===== config.mk =====
export PLATFORM = sky130hd
export DESIGN_NAME = wave_sample_player
export DESIGN_NICKNAME = d
export VERILOG_FILES = /design/src/rtl/wave_sample_player.sv
export SDC_FILE = /design/constraint.sdc
export NUM_CORES = 2
export LEC_CHECK = 0
export ABC_CLOCK_PERIOD_IN_PS = 6550
export BUFFER_PORTS_ARGS = -buffer_cell sky130_fd_sc_hd__clkbuf_2
export CORE_ASPECT_RATIO = 0.75
export CORE_MARGIN = 5
export CORE_UTILIZATION = 57
export DETAILED_ROUTE_END_ITERATION = 16
export PLACE_DENSITY_LB_ADDON = 0.12
export SLEW_MARGIN = 0
export SYNTH_ARGS = -nofsm -noshare
export SYNTH_HDL_FRONTEND = slang
export SYNTH_SLANG_ARGS = --single-unit

===== constraint.sdc =====
create_clock -name clock_24 -period 6.55 [get_ports clock_24]
set_clock_uncertainty 0.2 [all_clocks]
set_input_delay 1.31 -clock clock_24 [delete_from_list [all_inputs] [get_ports clock_24]]
set_output_delay 1.31 -clock clock_24 [all_outputs]
set_load 0.02 [all_outputs]

===== src/rtl/wave_sample_player.sv =====
// wave_sample_player
//   Multi-channel sample playback engine. At reset it reads a sample
//   directory (start/length per channel) from the head of the wave region,
//   then on every sample tick walks all channels, fetches one word for each
//   active channel, sums them and emits one saturated signed 16-bit sample.
//
// Ports
//   clock_24   system clock (only clock)
//   reset      synchronous, active-high
//   trigger    rising edge on bit k starts/restarts sample k
//   loop       level; while high, sample k wraps to its start at its end
//   wave_addr  SDRAM word address of the current read
//   wave_rd    one-cycle read strobe
//   wave_data  read data, valid RD_LAT cycles after wave_rd
//   audio_out  signed mixed sample, updated once per tick
//   dir_ready  high once the directory has been loaded
module wave_sample_player #(
    parameter int unsigned NUM_SAMPLES = 12,
    parameter int unsigned RD_LAT      = 4,
    parameter int unsigned SAMPLE_DIV  = 1088
) (
    input  logic                   clock_24,
    input  logic                   reset,
    input  logic [NUM_SAMPLES-1:0] trigger,
    input  logic [NUM_SAMPLES-1:0] loop,
    output logic [19:0]            wave_addr,
    output logic                   wave_rd,
    input  logic [15:0]            wave_data,
    output logic [15:0]            audio_out,
    output logic                   dir_ready
);

    localparam int unsigned DIR_WORDS = 4 * NUM_SAMPLES;
    localparam int unsigned DIR_W     = $clog2(DIR_WORDS);
    localparam int unsigned CH_W      = (NUM_SAMPLES > 1) ? $clog2(NUM_SAMPLES) : 1;
    localparam int unsigned LAT_W     = $clog2(RD_LAT + 1);
    localparam int unsigned TICK_W    = (SAMPLE_DIV > 1) ? $clog2(SAMPLE_DIV) : 1;

    localparam logic [DIR_W-1:0]  DIR_LAST  = DIR_W'(DIR_WORDS - 1);
    localparam logic [CH_W-1:0]   CH_LAST   = CH_W'(NUM_SAMPLES - 1);
    localparam logic [LAT_W-1:0]  LAT_LAST  = LAT_W'(RD_LAT);
    localparam logic [TICK_W-1:0] TICK_LAST = TICK_W'(SAMPLE_DIV - 1);

    typedef enum logic [1:0] {
        DIR_LOAD,
        IDLE,
        MIX,
        OUT
    } state_t;

    state_t state, state_next;

    logic [TICK_W-1:0]      tick_cnt;
    logic                   tick;

    logic [NUM_SAMPLES-1:0] trig_q;
    logic [NUM_SAMPLES-1:0] trig_edge;
    logic [NUM_SAMPLES-1:0] pend;
    logic [NUM_SAMPLES-1:0] active;
    logic [19:0]            pos        [NUM_SAMPLES];
    logic [19:0]            start_addr [NUM_SAMPLES];
    logic [19:0]            length     [NUM_SAMPLES];

    logic                   rd_busy;
    logic [LAT_W-1:0]       wait_cnt;
    logic                   rd_capture;

    logic [DIR_W-1:0]       dir_idx;
    logic [CH_W-1:0]        dir_ent;
    logic [CH_W-1:0]        ch;
    logic [19:0]            pos_inc;

    logic signed [19:0]     acc;
    logic [15:0]            acc_sat;

    always_comb begin
        tick       = (tick_cnt == TICK_LAST);
        trig_edge  = trigger & ~trig_q;
        // wait_cnt is 0 in the strobe cycle, so data is present when it reaches RD_LAT
        rd_capture = rd_busy && (wait_cnt == LAT_LAST);
        dir_ent    = CH_W'(dir_idx >> 2);
        pos_inc    = pos[ch] + 20'd1;
    end

    always_comb begin
        if (acc > 20'sd32767) begin
            acc_sat = 16'h7FFF;
        end else if (acc < -20'sd32768) begin
            acc_sat = 16'h8000;
        end else begin
            acc_sat = acc[15:0];
        end
    end

    always_ff @(posedge clock_24) begin
        if (reset) begin
            state <= DIR_LOAD;
        end else begin
            state <= state_next;
        end
    end

    always_comb begin
        state_next = state;
        case (state)
            DIR_LOAD: if (rd_capture && (dir_idx == DIR_LAST)) state_next = IDLE;
            IDLE:     if (tick) state_next = MIX;
            MIX:      if ((ch == CH_LAST) && (!active[ch] || rd_capture)) state_next = OUT;
            default:  state_next = IDLE;
        endcase
    end

    always_ff @(posedge clock_24) begin
        if (reset) begin
            tick_cnt  <= '0;
            trig_q    <= '0;
            pend      <= '0;
            active    <= '0;
            for (int unsigned i = 0; i < NUM_SAMPLES; i++) begin
                pos[i]        <= '0;
                start_addr[i] <= '0;
                length[i]     <= '0;
            end
            rd_busy   <= 1'b0;
            wait_cnt  <= '0;
            dir_idx   <= '0;
            ch        <= '0;
            acc       <= '0;
            wave_addr <= '0;
            wave_rd   <= 1'b0;
            audio_out <= '0;
            dir_ready <= 1'b0;
        end else begin
            tick_cnt <= tick ? '0 : tick_cnt + 1'b1;
            trig_q   <= trigger;
            wave_rd  <= 1'b0;

            if (rd_busy && !rd_capture) begin
                wait_cnt <= wait_cnt + 1'b1;
            end

            if (state != DIR_LOAD) begin
                pend <= pend | trig_edge;
            end

            case (state)
                DIR_LOAD: begin
                    if (!rd_busy) begin
                        wave_rd   <= 1'b1;
                        wave_addr <= 20'(dir_idx);
                        rd_busy   <= 1'b1;
                        wait_cnt  <= '0;
                    end else if (rd_capture) begin
                        case (dir_idx[1:0])
                            2'd0:    start_addr[dir_ent][15:0]  <= wave_data;
                            2'd1:    start_addr[dir_ent][19:16] <= wave_data[3:0];
                            2'd2:    length[dir_ent][15:0]      <= wave_data;
                            default: length[dir_ent][19:16]     <= wave_data[3:0];
                        endcase
                        if (dir_idx == DIR_LAST) begin
                            rd_busy   <= 1'b0;
                            dir_ready <= 1'b1;
                        end else begin
                            // next directory read goes out right behind the capture
                            dir_idx   <= dir_idx + 1'b1;
                            wave_rd   <= 1'b1;
                            wave_addr <= 20'(dir_idx + 1'b1);
                            wait_cnt  <= '0;
                        end
                    end
                end

                IDLE: begin
                    if (tick) begin
                        for (int unsigned i = 0; i < NUM_SAMPLES; i++) begin
                            if (pend[i]) begin
                                active[i] <= (length[i] != '0);
                                pos[i]    <= '0;
                            end
                        end
                        // every pending bit is consumed; only a same-cycle edge survives
                        pend <= trig_edge;
                        ch   <= '0;
                        acc  <= '0;
                    end
                end

                MIX: begin
                    if (!active[ch]) begin
                        ch <= ch + 1'b1;
                    end else if (!rd_busy) begin
                        wave_rd   <= 1'b1;
                        wave_addr <= start_addr[ch] + pos[ch];
                        rd_busy   <= 1'b1;
                        wait_cnt  <= '0;
                    end else if (rd_capture) begin
                        acc     <= acc + {{4{wave_data[15]}}, wave_data};
                        rd_busy <= 1'b0;
                        ch      <= ch + 1'b1;
                        if (pos_inc == length[ch]) begin
                            pos[ch] <= '0;
                            if (!loop[ch]) begin
                                active[ch] <= 1'b0;
                            end
                        end else begin
                            pos[ch] <= pos_inc;
                        end
                    end
                end

                default: begin
                    audio_out <= acc_sat;
                    acc       <= '0;
                end
            endcase
        end
    end

endmodule


==> qor.csv <==
stage;metric;value;unit
outcome;outcome;completed;
clocking;clkLatencyLatePin;0.69;ns
power_and_ir_drop;p_leak;19.4;nW
route;vias;32575;
logic_synthesis;synth_seq_cells;1085;
clocking;clock_sinks;1085;
logic_synthesis;synthCells;3590;
final_layout;stdcell_count;4960;
floorplanning;rows;94;
timing;rsz0062_at_grt;no;
global_routing;grt_antenna_before_repair;11;
final_layout;layout_common_cells;edfxtp_1 (960), and2_1 (452), nor2_1 (313);
logic_synthesis;async_reset_ff_frac;0;
timing;timing.final.max_slew_violations;0;
placement;globalplace.congestion;0.972;
logic_synthesis;synthTopCellsByArea;edfxtp_1 (57%), mux4_2 (12%), and2_1 (5.6%);
logic_synthesis;yosysSeqAreaShare;0.619;
route;postRouteAntennaNets;0;
floorplanning;num_io_pins;80;
power_and_ir_drop;ir_drop;217;µV
placement;hpwl;101000;µm
timing;period_share;0.891;
route;wl_per_cell;29.8;µm
logic_synthesis;synth_cell_types;86;
global_routing;grt_pass1_vias;31691;
hold_path;holdPathStages;1;
timing;setup-tns-final;0;ns
clocking;postCtsSetupBuffers;0;
timing;timing.fmax;0.171;GHz
timing;final.setup.worst_slack;0.717;ns
route;drtIter0Drc;4349;
final_layout;final_common_cell;edfxtp_1;
global_routing;track_usage;0.312;
placement;port_buffers;79;
clocking;clock_path_buffers;3;
placement;dpl_cell_area;52500;µm²
clocking;path_clk_slew;0.06;ns
timing;period_needed;5.83;ns
route;routed_wl;148000;µm
final_layout;synthToLayoutAreaGrowth;10.8;%
floorplanning;die_w;354;µm
timing;relSlewSlack;0.0757;
logic_synthesis;synthFlopType;edfxtp_1;
floorplanning;die_area;94900;µm²
global_routing;grt_pass1_wl;216000;µm
final_layout;seq_area;31300;µm²
logic_synthesis;yosysTopAreaCell;edfxtp_1;
floorplanning;design.core.area;87900;µm²
route;post-route-drc-count;0;
critical_path;worst_r2r_path_depth;15;
hold_path;hp-class;reg -> reg;
placement;post-place-cells;4766;
logic_synthesis;ys_warn_count;0;
floorplanning;die_y;268;µm
final_layout;nNetsFinal;3820;
job;maxCapViolations;0;
timing;setup_viol;0;
placement;dp_slack;0.779;ns
logic_synthesis;synth_edf_count;960;
clocking;cts-root-buf;clkbuf_16;
floorplanning;initial_core_util;0.576;
logic_synthesis;synth_top_area_share;0.569;
global_routing;grt-ovfl-total;0;
clocking;htreeDepth;3;
final_layout;fin_area;56100;µm²
clocking;hold_buffers;0;
final_layout;drive_above_1_share;0.180;
critical_path;critPathKind;reg -> reg;
global_routing;grt_max_degree;97;
route;firstDrtPassIters;6;
critical_path;rrSetupSlack;0.72;ns
route;vias_per_cell;6.57;
clocking;cts_tree;built;
critical_path;cp_max_fo;21;
critical_path;cp.required;6.73;ns
timing;tightest_slew;1.38;ns
clocking;numCtsBuffers;104;
logic_synthesis;syn-cell-area;50600;µm²
critical_path;r2r_end;pos[13][15]$_DFFE_PP_;
final_layout;multiInputGateArea;18100;µm²
final_layout;n_fill_cell;6274;
critical_path;cp.arrival;6.02;ns
critical_path;crit_end;pos[13][15]$_DFFE_PP_;
power_and_ir_drop;p_per_area;266;nW/µm²
critical_path;critPathLaunchType;register;
critical_path;crit_path_end_kind;register;
timing;finalHoldViolations;0;
clocking;cts-resized-gates;0;
logic_synthesis;syn_area_per_cell;14.1;µm²
==> Yosys cell counts (5+ instances only) <==
cell and n:
a211oi_1 19, a21boi_0 5, a21o_1 9, a21oi_1 80, a22oi_1 35, a31oi_1 11
a32oi_1 17, and2_1 452, and3_1 29, buf_1 22, buf_12 7, buf_2 33
buf_4 11, buf_6 12, clkbuf_1 172, dfxtp_1 125, edfxtp_1 960, ha_1 56
inv_1 56, mux2i_1 26, mux4_1 12, mux4_2 272, nand2_1 148, nand2_2 5
nand2b_1 25, nand3_1 80, nand3_2 8, nand4_1 18, nor2_1 316, nor2b_1 25
nor3_1 162, nor4_1 77, o211ai_1 6, o21a_1 5, o21ai_0 105, o21ai_1 6
o21bai_1 6, o31ai_1 6, or2_2 6, or3_1 9, xnor2_1 43, xor2_1 32
==> through the flow <==
stage | power (W) | utilization | hold WS [ns]
6_report | 0.0149 | 0.639 | 0.260
5_1_grt | 0.0154 | 0.639 | 0.286
4_1_cts | 0.0150 | 0.638 | 0.261
3_3_place_gp | 0.00877 | 0.598 | 0.242
2_1_floorplan | 0.00842 | - | 0.230
3_5_place_dp | 0.00880 | 0.598 | 0.247
==> how the worst min path moves through the flow <==
stage	startpoint	to	slack, ns
floorplan	tick_cnt[0]$_SDFF_PP0_	tick_cnt[0]$_SDFF_PP0_	0.23
global placement	tick_cnt[0]$_SDFF_PP0_	tick_cnt[0]$_SDFF_PP0_	0.24
detailed placement	tick_cnt[0]$_SDFF_PP0_	tick_cnt[0]$_SDFF_PP0_	0.25
CTS	tick_cnt[0]$_SDFF_PP0_	tick_cnt[0]$_SDFF_PP0_	0.26
global route	acc[0]$_SDFFE_PP0P_	acc[0]$_SDFFE_PP0P_	0.29
finish	tick_cnt[0]$_SDFF_PP0_	tick_cnt[0]$_SDFF_PP0_	0.26
==> layer usage <==
layer  vias up  share of wire  track usage
met5         -        0.00021            0
met4         4          0.031       0.0901
met3       258           0.14        0.112
met2      2050           0.42        0.441
met1     16471           0.41        0.464
li1      13792              -            -
==> power by group <==
| part | leakage (nW) | switching (W) | internal, W | total [W] |
|---|---|---|---|---|
| clock network | 1.75 | 0.00259 | 0.00367 | 0.00626 |
| registers | 10.7 | 0.000113 | 0.00770 | 0.00782 |
| logic | 6.92 | 0.000619 | 0.000245 | 0.000864 |
==> registers in the layout, summed over array words and instances (netlist names), named ones only <==
signal,flops
length,320
pos,320
start_addr,320
acc,20
wave_addr,20
audio_out,16
active,12
pend,12
trig_q,12
tick_cnt,11
dir_idx,6
ch,4
wait_cnt,3
state,2
dir_ready,1
rd_busy,1
wave_rd,1
==> cell families after synthesis <==
logic type,count (synthesis),synth area share
buf+inv,319,0.0294
compound gates,350,0.0447
mux,312,0.133
simple gates,1387,0.145
xor+xnor,78,0.0144
other cells,1,0.0000741
fa+ha+maj,58,0.0146
flops,1085,0.619
==> area by class of cell <==
| cell class | count | area share |
|---|---|---|
| Timing Repair Buffer | 203 | 0.0250 |
| Clock buffer | 133 | 0.0511 |
| Clock inverter | 58 | 0.0120 |
| Inverter | 61 | 0.00408 |
| Multi-Input combinational cell | 2265 | 0.323 |
| Tap cell | 1152 | 0.0257 |
| Antenna cell | 3 | 0.000134 |
| Sequential cell | 1085 | 0.559 |
==> critical path, cell delays in order, from the launching register on <==
cell and delay, ns:
dfxtp_4 0.67, buf_4 0.38, buf_4 0.33, mux4_2 0.57
a22oi_1 0.55, nand2_1 0.17, buf_4 0.21, nand2_1 0.06
mux2i_1 0.09, or4b_1 0.55, nor4_2 0.17, nand4_1 0.14
or3_1 0.58, buf_4 0.29, nand3b_1 0.38, inv_1 0.15
Power figures use the tool's default switching activity.
